===== config.mk =====
export PLATFORM = sky130hd
export DESIGN_NAME = mac_layer_sequencer
export DESIGN_NICKNAME = d
export VERILOG_FILES = /design/src/rtl/mac_layer_sequencer_pkg.sv /design/src/rtl/mac_layer_sequencer_tag_delay.sv /design/src/rtl/mac_layer_sequencer.sv
export SDC_FILE = /design/constraint.sdc
export NUM_CORES = 1
export LEC_CHECK = 0
export CAP_MARGIN = 20
export CORE_MARGIN = 1.5
export CORE_UTILIZATION = 40
export DETAILED_ROUTE_END_ITERATION = 16
export GPL_ROUTABILITY_DRIVEN = 1
export GPL_TIMING_DRIVEN = 0
export PLACE_DENSITY_LB_ADDON = 0.12
export SETUP_SLACK_MARGIN = 0.15
export SLEW_MARGIN = 20
export SYNTH_ARGS = -nofsm -noshare
export SYNTH_HDL_FRONTEND = slang
export SYNTH_HIERARCHICAL = 1
export SYNTH_SLANG_ARGS = --single-unit

===== constraint.sdc =====
create_clock -name clk -period 2.2 [get_ports clk]
set_input_delay 0.66 -clock clk [delete_from_list [all_inputs] [get_ports clk]]
set_output_delay 0.66 -clock clk [all_outputs]
set_load 0.05 [all_outputs]

===== src/rtl/mac_layer_sequencer_pkg.sv =====
// Shared types and constants for the fully-connected layer sequencer.
package mac_layer_sequencer_pkg;

   localparam int ACC_W     = 22;
   localparam int ACC_FRAC  = 12;
   localparam int TAG_IDX_W = 8;

   typedef enum logic [1:0] {
      IDLE,
      ISSUE,
      DRAIN
   } seq_state_t;

   typedef struct packed {
      logic                 first;
      logic                 last;
      logic [TAG_IDX_W-1:0] idx;
   } seq_tag_t;

endpackage


===== src/rtl/mac_layer_sequencer_tag_delay.sv =====
// Aligns issue-side tags with the product arriving at the accumulator input.
module seq_tag_delay
   import mac_layer_sequencer_pkg::*;
#(
   parameter int PIPE_LAT = 2
) (
   input  logic     clk,
   input  logic     reset,
   input  seq_tag_t i_tag,
   output seq_tag_t o_tag
);

   seq_tag_t r_pipe [PIPE_LAT];

   always_ff @(posedge clk) begin
      if (!reset) begin
         for (int k = 0; k < PIPE_LAT; k++) r_pipe[k] <= '0;
      end else begin
         r_pipe[0] <= i_tag;
         for (int k = 1; k < PIPE_LAT; k++) r_pipe[k] <= r_pipe[k-1];
      end
   end

   assign o_tag = r_pipe[PIPE_LAT-1];

endmodule


===== src/rtl/mac_layer_sequencer.sv =====
// Layer sequencer: walks neuron/input indices, issues memory addresses and accumulator strobes.
// Optional ARGMAX_EN adds a running arg-max of the neuron results (class_idx/class_valid).
//
//  state | meaning
//  IDLE  | waiting for start; addresses hold their last value
//  ISSUE | one input/weight address per cycle, neurons back to back
//  DRAIN | pipeline emptying until the last neuron result is presented
module mac_layer_sequencer
   import mac_layer_sequencer_pkg::*;
#(
   parameter int N_INPUTS  = 784,
   parameter int N_NEURONS = 10,
   parameter int PIPE_LAT  = 2,
   parameter int IN_AW     = 10,
   parameter int NEU_AW    = 4
) (
   input  logic                     clk,
   input  logic                     reset,
   input  logic                     start,
   output logic                     busy,
   output logic                     done,
   output logic [IN_AW-1:0]         in_addr,
   output logic [IN_AW+NEU_AW-1:0]  w_addr,
   output logic [NEU_AW-1:0]        bias_addr,
   output logic                     acc_sel,
   output logic                     acc_en,
   input  logic [ACC_W-1:0]         acc_result,
   output logic                     res_valid,
   output logic [ACC_W-1:0]         res_data,
   output logic [NEU_AW-1:0]        res_idx
`ifdef ARGMAX_EN
   ,
   output logic [NEU_AW-1:0]        class_idx,
   output logic                     class_valid
`endif
);

   localparam logic [IN_AW-1:0]     LAST_IN  = IN_AW'(N_INPUTS - 1);
   localparam logic [NEU_AW-1:0]    LAST_NEU = NEU_AW'(N_NEURONS - 1);
   localparam logic [TAG_IDX_W-1:0] LAST_TAG = TAG_IDX_W'(N_NEURONS - 1);

   seq_state_t             r_state;
   logic [IN_AW-1:0]       r_in_idx;
   logic [NEU_AW-1:0]      r_neu_idx;
   logic                   r_busy;
   logic                   r_done;
   logic                   r_res_valid;
   logic [TAG_IDX_W-1:0]   r_res_tag_idx;
   seq_tag_t               w_tag;
   seq_tag_t               w_dly;

   always_comb begin
      w_tag       = '0;
      w_tag.first = (r_state == ISSUE) && (r_in_idx == '0);
      w_tag.last  = (r_state == ISSUE) && (r_in_idx == LAST_IN);
      w_tag.idx   = TAG_IDX_W'(r_neu_idx);
   end

   seq_tag_delay #(.PIPE_LAT(PIPE_LAT)) u_tag_delay (
      .clk   (clk),
      .reset (reset),
      .i_tag (w_tag),
      .o_tag (w_dly)
   );

   always_ff @(posedge clk) begin
      if (!reset) begin
         r_state       <= IDLE;
         r_in_idx      <= '0;
         r_neu_idx     <= '0;
         r_busy        <= 1'b0;
         r_done        <= 1'b0;
         r_res_valid   <= 1'b0;
         r_res_tag_idx <= '0;
      end else begin
         r_done      <= 1'b0;
         r_res_valid <= w_dly.last;
         if (w_dly.last) r_res_tag_idx <= w_dly.idx;
         case (r_state)
            IDLE: begin
               if (start) begin
                  r_state   <= ISSUE;
                  r_busy    <= 1'b1;
                  r_in_idx  <= '0;
                  r_neu_idx <= '0;
               end
            end
            ISSUE: begin
               if (r_in_idx == LAST_IN) begin
                  if (r_neu_idx == LAST_NEU) begin
                     r_state <= DRAIN;
                  end else begin
                     r_in_idx  <= '0;
                     r_neu_idx <= r_neu_idx + NEU_AW'(1);
                  end
               end else begin
                  r_in_idx <= r_in_idx + IN_AW'(1);
               end
            end
            DRAIN: begin
               // with a long pipe an earlier neuron can still complete here
               if (r_res_valid && (r_res_tag_idx == LAST_TAG)) begin
                  r_state <= IDLE;
                  r_busy  <= 1'b0;
                  r_done  <= 1'b1;
               end
            end
            default: r_state <= IDLE;
         endcase
      end
   end

   assign busy      = r_busy;
   assign done      = r_done;
   assign in_addr   = r_in_idx;
   assign w_addr    = {r_neu_idx, r_in_idx};
   assign bias_addr = r_neu_idx;
   assign acc_sel   = w_dly.first;
   assign acc_en    = w_dly.last;
   assign res_valid = r_res_valid;
   assign res_idx   = r_res_tag_idx[NEU_AW-1:0];
   assign res_data  = r_res_valid ? acc_result : '0;

`ifdef ARGMAX_EN
   logic                    r_have;
   logic signed [ACC_W-1:0] r_max;
   logic [NEU_AW-1:0]       r_best;
   logic                    r_class_valid;

   always_ff @(posedge clk) begin
      if (!reset) begin
         r_have        <= 1'b0;
         r_max         <= '0;
         r_best        <= '0;
         r_class_valid <= 1'b0;
      end else begin
         r_class_valid <= (r_state == DRAIN) && r_res_valid && (r_res_tag_idx == LAST_TAG);
         if ((r_state == IDLE) && start) begin
            r_have <= 1'b0;
            r_best <= '0;
         end else if (r_res_valid && (!r_have || ($signed(acc_result) > r_max))) begin
            // strict compare keeps the lower index on ties
            r_have <= 1'b1;
            r_max  <= $signed(acc_result);
            r_best <= res_idx;
         end
      end
   end

   assign class_idx   = r_best;
   assign class_valid = r_class_valid;
`endif

endmodule


# Yosys cells after proc, flatten, opt, wreduce, memory -nomap -nowiden
# Memory sizes are Yosys's and may differ from the RTL's.
# Index checks and enable logic that the tools add are counted.
# op_classes
addsub	2
n_eq_ne	11
muxes	22
bitwise	2
n_reduce_logical	12
# op_table
cell	count
$mux W10	5
$mux W22	1
$pmux W10 S2	1
$mux W4	3
$add A10 B1 Y10 const B	1
$eq A10 B10 Y1 const B	1
$logic_not A10 Y1	1
$eq A8 B4 Y1 const B	1
$mux W2	4
$pmux W4 S2	1
$reduce_and A4 Y1	2
$ne A2 B2 Y1 const B	3
$pmux W2 S3	1
$reduce_and A3 Y1	2
$mux W1	5
$add A4 B1 Y4 const B	1
$eq A4 B4 Y1 const B	1
$ne A2 B1 Y1 const B	2
$reduce_bool A2 Y1	2
$logic_and A1 B1 Y1	3
$ne A3 B3 Y1 const B	1
$eq A2 B1 Y1 const B	1
$eq A2 B2 Y1 const B	1
$logic_not A2 Y1	1
3 further kinds	4
# totals
ff_bits	27
ramBits	20
inputBits	25
output_inout_bits	59
word_cells	57
mem_count	1
# mem_list
name	words	word_bits	rd	rd_clocked_by_memory_dff	wr	line	source
u_tag_delay.r_pipe	2	10	2	0	2	mac_layer_sequencer_tag_delay.sv:13	seq_tag_t r_pipe [PIPE_LAT];

# Logic depth before layout (Yosys ltp)
# depth
ltp_word	4
depth_mapped	6
ltp_nobuf	6

# Hierarchy
# The synthesis kept the hierarchy.
# modules_own_cells
module	instances	cells_each	area_each_um2	seq_area_each_um2
mac_layer_sequencer	1	188	1617.8	540.5
seq_tag_delay	1	52	636.9	400.4

# Worst setup path after synthesis
# OpenSTA, ideal clock, no wires.
# synth_path
kind	reg2reg
from	register r_in_idx[4], in the netlist in_addr[4]
to	register r_neu_idx[0], in the netlist bias_addr[0]
setup_time_ns	0.130
arrival_time_ns	2.139
required_ns	2.070
slack_ns	-0.069
path_stages_with_launch	6
n_path_buf	1
period_less_slack_ns	2.269
path_cell_list	dfxtp_1 -> or4_4 -> buf_6 -> or4_4 -> a21boi_4 -> mux2i_1
# synth_between
elab_chain_len	3
# synth_lines
item	line	source
start: declaration	mac_layer_sequencer.sv:43	logic [IN_AW-1:0] r_in_idx;
start signal: assignment	mac_layer_sequencer.sv:97	r_in_idx <= r_in_idx + IN_AW'(1);
$eq A10 B10 Y1	mac_layer_sequencer.sv:89	if (r_in_idx == LAST_IN) begin
$ne A2 B1 Y1 (no line)	-	
$reduce_and A4 Y1 (no line)	-	
end signal: assignment	mac_layer_sequencer.sv:94	r_neu_idx <= r_neu_idx + NEU_AW'(1);
end: declaration	mac_layer_sequencer.sv:44	logic [NEU_AW-1:0] r_neu_idx;
# No other way between the ends.
# A chain may end at the register's enable or synchronous reset.

# Final worst setup path
# layout_path
from	register r_in_idx[5], in the netlist in_addr[5]
to	register r_in_idx[7], in the netlist in_addr[7]
# layout_between
elab_chain_len	3
word_cells_on_any_way	6
cone_classes	add/sub (1); eq/ne (2); mux (2); reduce/logical (1)
# layout_lines
item	line
$add A10 B1 Y10 / $eq A10 B10 Y1 (equally long branches)	mac_layer_sequencer.sv:97, mac_layer_sequencer.sv:89
$mux W10 / $ne A3 B3 Y1 (equally long branches)	-
$pmux W10 S2 / $reduce_and A3 Y1 (equally long branches)	-
# Several ways; a longest one is shown, not always the timed one.

==> results.md <==
Outcome:
- The flow ran to the end, and the final reports show no timing, DRC or antenna violations.

Clock network:
- The clock drives 47 sinks.
- The number of clock buffers added by TritonCTS is 5.
- The clock insertion delay at the later pin of the skew report is about 0.30 ns.
- The H-tree was split into 2 levels.
- The maximum buffer depth of the clock tree is 2.
- After clock tree synthesis, the clock-pin slew on the worst setup and hold paths is 0.09 ns.
- The number of setup buffers added after CTS is 0.
- TritonCTS built the clock tree.
- The library cell used as clock root buffer is clkbuf_8.

Critical path:
- The critical path goes through or4_4 -> buf_6 -> or4_4 -> a21boi_2 -> nor2_1.
- The critical path's slowest cell is or4_4.
- STA classifies the critical path startpoint as a flip-flop.
- In this design, the critical path's most frequently occurring cell is or4_4.
- The highest cell delay on the worst timing path is 0.53 ns.
- The capturing element type of the critical path is a flip-flop.
- The critical setup path kind is reg -> reg.
- At the worst endpoint, the arrival time is roughly 2.2 ns.
- The sum of buffers and inverters on the critical path is 1.
- The worst endpoint required time is 2.39 ns.
- The family with the most delay on the worst path is simple AND/OR/NAND/NOR gates.
- The maximum fanout along the worst path is 8.

Synth:
- The gate count of the mapped netlist is between 200 and 250.
- The Yosys warning count is 6.
- The dominant synthesized flop cell is dfxtp_1.
- Each instance of the synthesized netlist takes up on average between 9 and 10 µm².
- After synthesis the netlist holds a flip-flop and latch count of 47.
- The cell area that synthesis handed to floorplanning was between 2000 and 2500 µm².
- The number of library cell types mapped by synthesis is 40.
- The number of flops mapped to enable cells by yosys is 0.
- The sequential area share after synthesis is about two fifths.
- The share of flip-flops with an asynchronous set or reset is 0%.

Routing:
- The count of unresolved DRC violations after routing is 0.
- The number of DRC markers after the initial detailed-route iteration is 60.
- The total via count after detailed routing is between 1.5k and 2k.
- After detailed routing, the number of vias per cell comes to ~4.5.
- In the final routed layout, each cell accounts on average for between 10 and 15 µm.
- The number of nets with antenna violations after routing is 0.
- The sum of routed wire length over all layers is 4.85 mm.
- The total iterations of the first detailed-routing run is 4.

Final layout:
- The post-layout net count is 363.
- The library cell used most frequently in the layout, excluding fill and tap cells, is dlygate4sd2_1.
- Relative to the synthesized area, the layout overhead comes to 49.4%.
- At the end of the flow the core is filled with cells to between 60% and 70%.
- With fillers left out, the area of the finished cells amounts to roughly 3400 µm².
- The fraction of final layout cells with drive strength greater than 1 is 33.4%.
- The number of standard cells in the final layout excluding fillers is approximately 410.
- The top cell types in the final layout, fill and taps aside, are dlygate4sd2_1, dfxtp_1, buf_4.
- The filler cells instantiated in the layout total 491.
- 0 antenna diodes ended up in the layout.

Timing:
- The final critical path takes up 91.1% of the cycle.
- The final number of hold-violating endpoints is 0.
- Setup violations remaining at the end of the flow were counted as 0.
- Clock skew on the completed layout was measured at 0.00526 ns.
- The smallest clock period supported by the final layout is computed as around 2 ns.
- Setup repair after global routing could not meet its margin everywhere.
- The max-slew violation total from the final report was 0.
- For the pin with the worst max-slew slack, the measured transition is 0.596 ns.
- In the final timing run, aggregate negative setup slack is 0 ns.
- The highest attainable clock frequency is around 500 MHz.
- The worst-case headroom to the max-slew limit is between 60% and 70%.

Power and ir drop:
- The static power due to leakage is 1.54 nW.
- The final total power is roughly 1.7 mW.
- The total power per unit cell area is roughly 500 nW/µm².
- IR analysis of the VDD net gives a maximum drop of between 0.3 and 0.4 mV.

Global route:
- The largest net degree at the start of global routing is 17.
- The initial antenna violation count is 0.
- Global routing used about 15% of the available tracks.
- The total overflow left after global routing is 0.
- The first global-routing pass estimated approximately 7.5 mm of wire.
- The number of global-route vias before repair is 1618.

Placement:
- The HPWL reported at the end of detailed placement is approximately 3.4 mm.
- In this run, placement finished with an instance count of roughly 400.
- The count of buffers from port buffering is 83.
- The routability-driven placement congestion ratio is slightly below 0.8.
- In this run the cell area measured after placement is about 3200 µm².

Floorplan:
- The die width is approximately 80 µm.
- The number of top-level design ports is 84.
- The row count is 27.
- The total die area is just over 6000 µm².
- Once the floorplan was initialized, standard cells occupied between 40% and 50% of the core.
- After floorplanning, the core was sized to cover around 5500 µm².
- The die is slightly below 80 µm tall.

Flow run:
- The tool flagged a number of max-cap violations equal to 0.

Hold path:
- The kind of path behind the tightest hold check is reg -> reg.
==> path summary, 6_finish.rpt <==
kind	to	from	slack [ns]	depth (start not counted)
max	in_addr[7]	in_addr[5]	0.20	5
min	u_tag_delay/r_pipe[0][18]	u_tag_delay/r_pipe[0][8]	0.43	1
max reg2reg	in_addr[7]	in_addr[5]	0.20	5
min reg2reg	u_tag_delay/r_pipe[0][18]	u_tag_delay/r_pipe[0][8]	0.43	1
==> final cells by class <==
type	count	area, µm²	area share (%)
Clock buffer	5	68.8	2.04
Timing Repair Buffer	83	823	24.4
Buffer	41	300	8.91
Multi-Input combinational cell	152	1070	31.7
Tap cell	72	90.1	2.67
Inverter	4	15.0	0.446
Clock inverter	3	47.5	1.41
Sequential cell	47	957	28.4
==> sequential cells by signal, indices dropped and copies added, names as in the netlist <==
signal and count:
u_tag_delay/r_pipe 20, res_valid 1, r_state 2, done 1, bias_addr 4, in_addr 10
busy 1, r_res_tag_idx 8
==> power breakdown <==
part           switching [mW]  internal [mW]
Combinational          0.0750         0.0640
Clock                   0.298          0.344
Sequential             0.0102          0.862
==> per-stage QoR <==
stage / hold WS, ns / setup WS (ns)
2_1_floorplan: 0.406 / 0.185
3_3_place_gp: 0.417 / -0.568
3_5_place_dp: 0.414 / -0.571
4_1_cts: 0.439 / 0.0412
5_1_grt: 0.456 / 0.142
6_report: 0.431 / 0.196
==> cells by family after synthesis <==
family	after synthesis	share of synthesized area, %
DFF	47	41.7
other	1	0.166
buffers and inverters	45	13.8
muxes	9	4.00
adders and majority gates	4	2.22
AOI/OAI and AO/OA	25	7.83
xor gates and xnor gates	5	1.94
and+or+nand+nor	104	28.3
==> routing by layer <==
layer	track usage, %	part of all wire (%)	vias up
met4	6.43	1.3	0
met2	25.9	44	75
met3	5.12	9.7	7
met1	18.1	45	773
met5	0	0	-
li1	-	-	968
==> what timing repair did <==
item	in CTS	in global routing
gates resized for setup	237	16
gates cloned	0	1
endpoints found under the setup margin	62	20
hold buffers	0	0
pin swaps	0	1
==> worst register-to-register path, delay by kind of cell, from the launching register on <==
| family | cells | cell delay, ns |
|---|---|---|
| AO/OA/AOI/OAI | 1 | 0.30 |
| buffers and inverters | 1 | 0.15 |
| flip-flops | 1 | 0.38 |
| AND/OR/NAND/NOR | 3 | 1.07 |
==> cell usage after synthesis (all sizes together), types with 3 or more instances <==
| cell type | n | share of area (%) |
|---|---|---|
| inv | 4 | 0.67 |
| mux2i | 9 | 4.0 |
| nand3 | 5 | 1.1 |
| and2 | 43 | 13 |
| nor4 | 7 | 1.9 |
| xnor2 | 5 | 1.9 |
| dfxtp | 47 | 42 |
| nand2 | 10 | 1.7 |
| clkbuf | 6 | 1.0 |
| nor2 | 8 | 1.3 |
| ha | 4 | 2.2 |
| nor2b | 9 | 2.5 |
| o21ai | 5 | 1.1 |
| buf | 35 | 12 |
| a31oi | 3 | 0.83 |
| or4 | 4 | 1.7 |
| a21oi | 5 | 1.1 |
| nor3 | 5 | 1.1 |
| and3b | 3 | 1.2 |
Power figures use the tool's default switching activity.
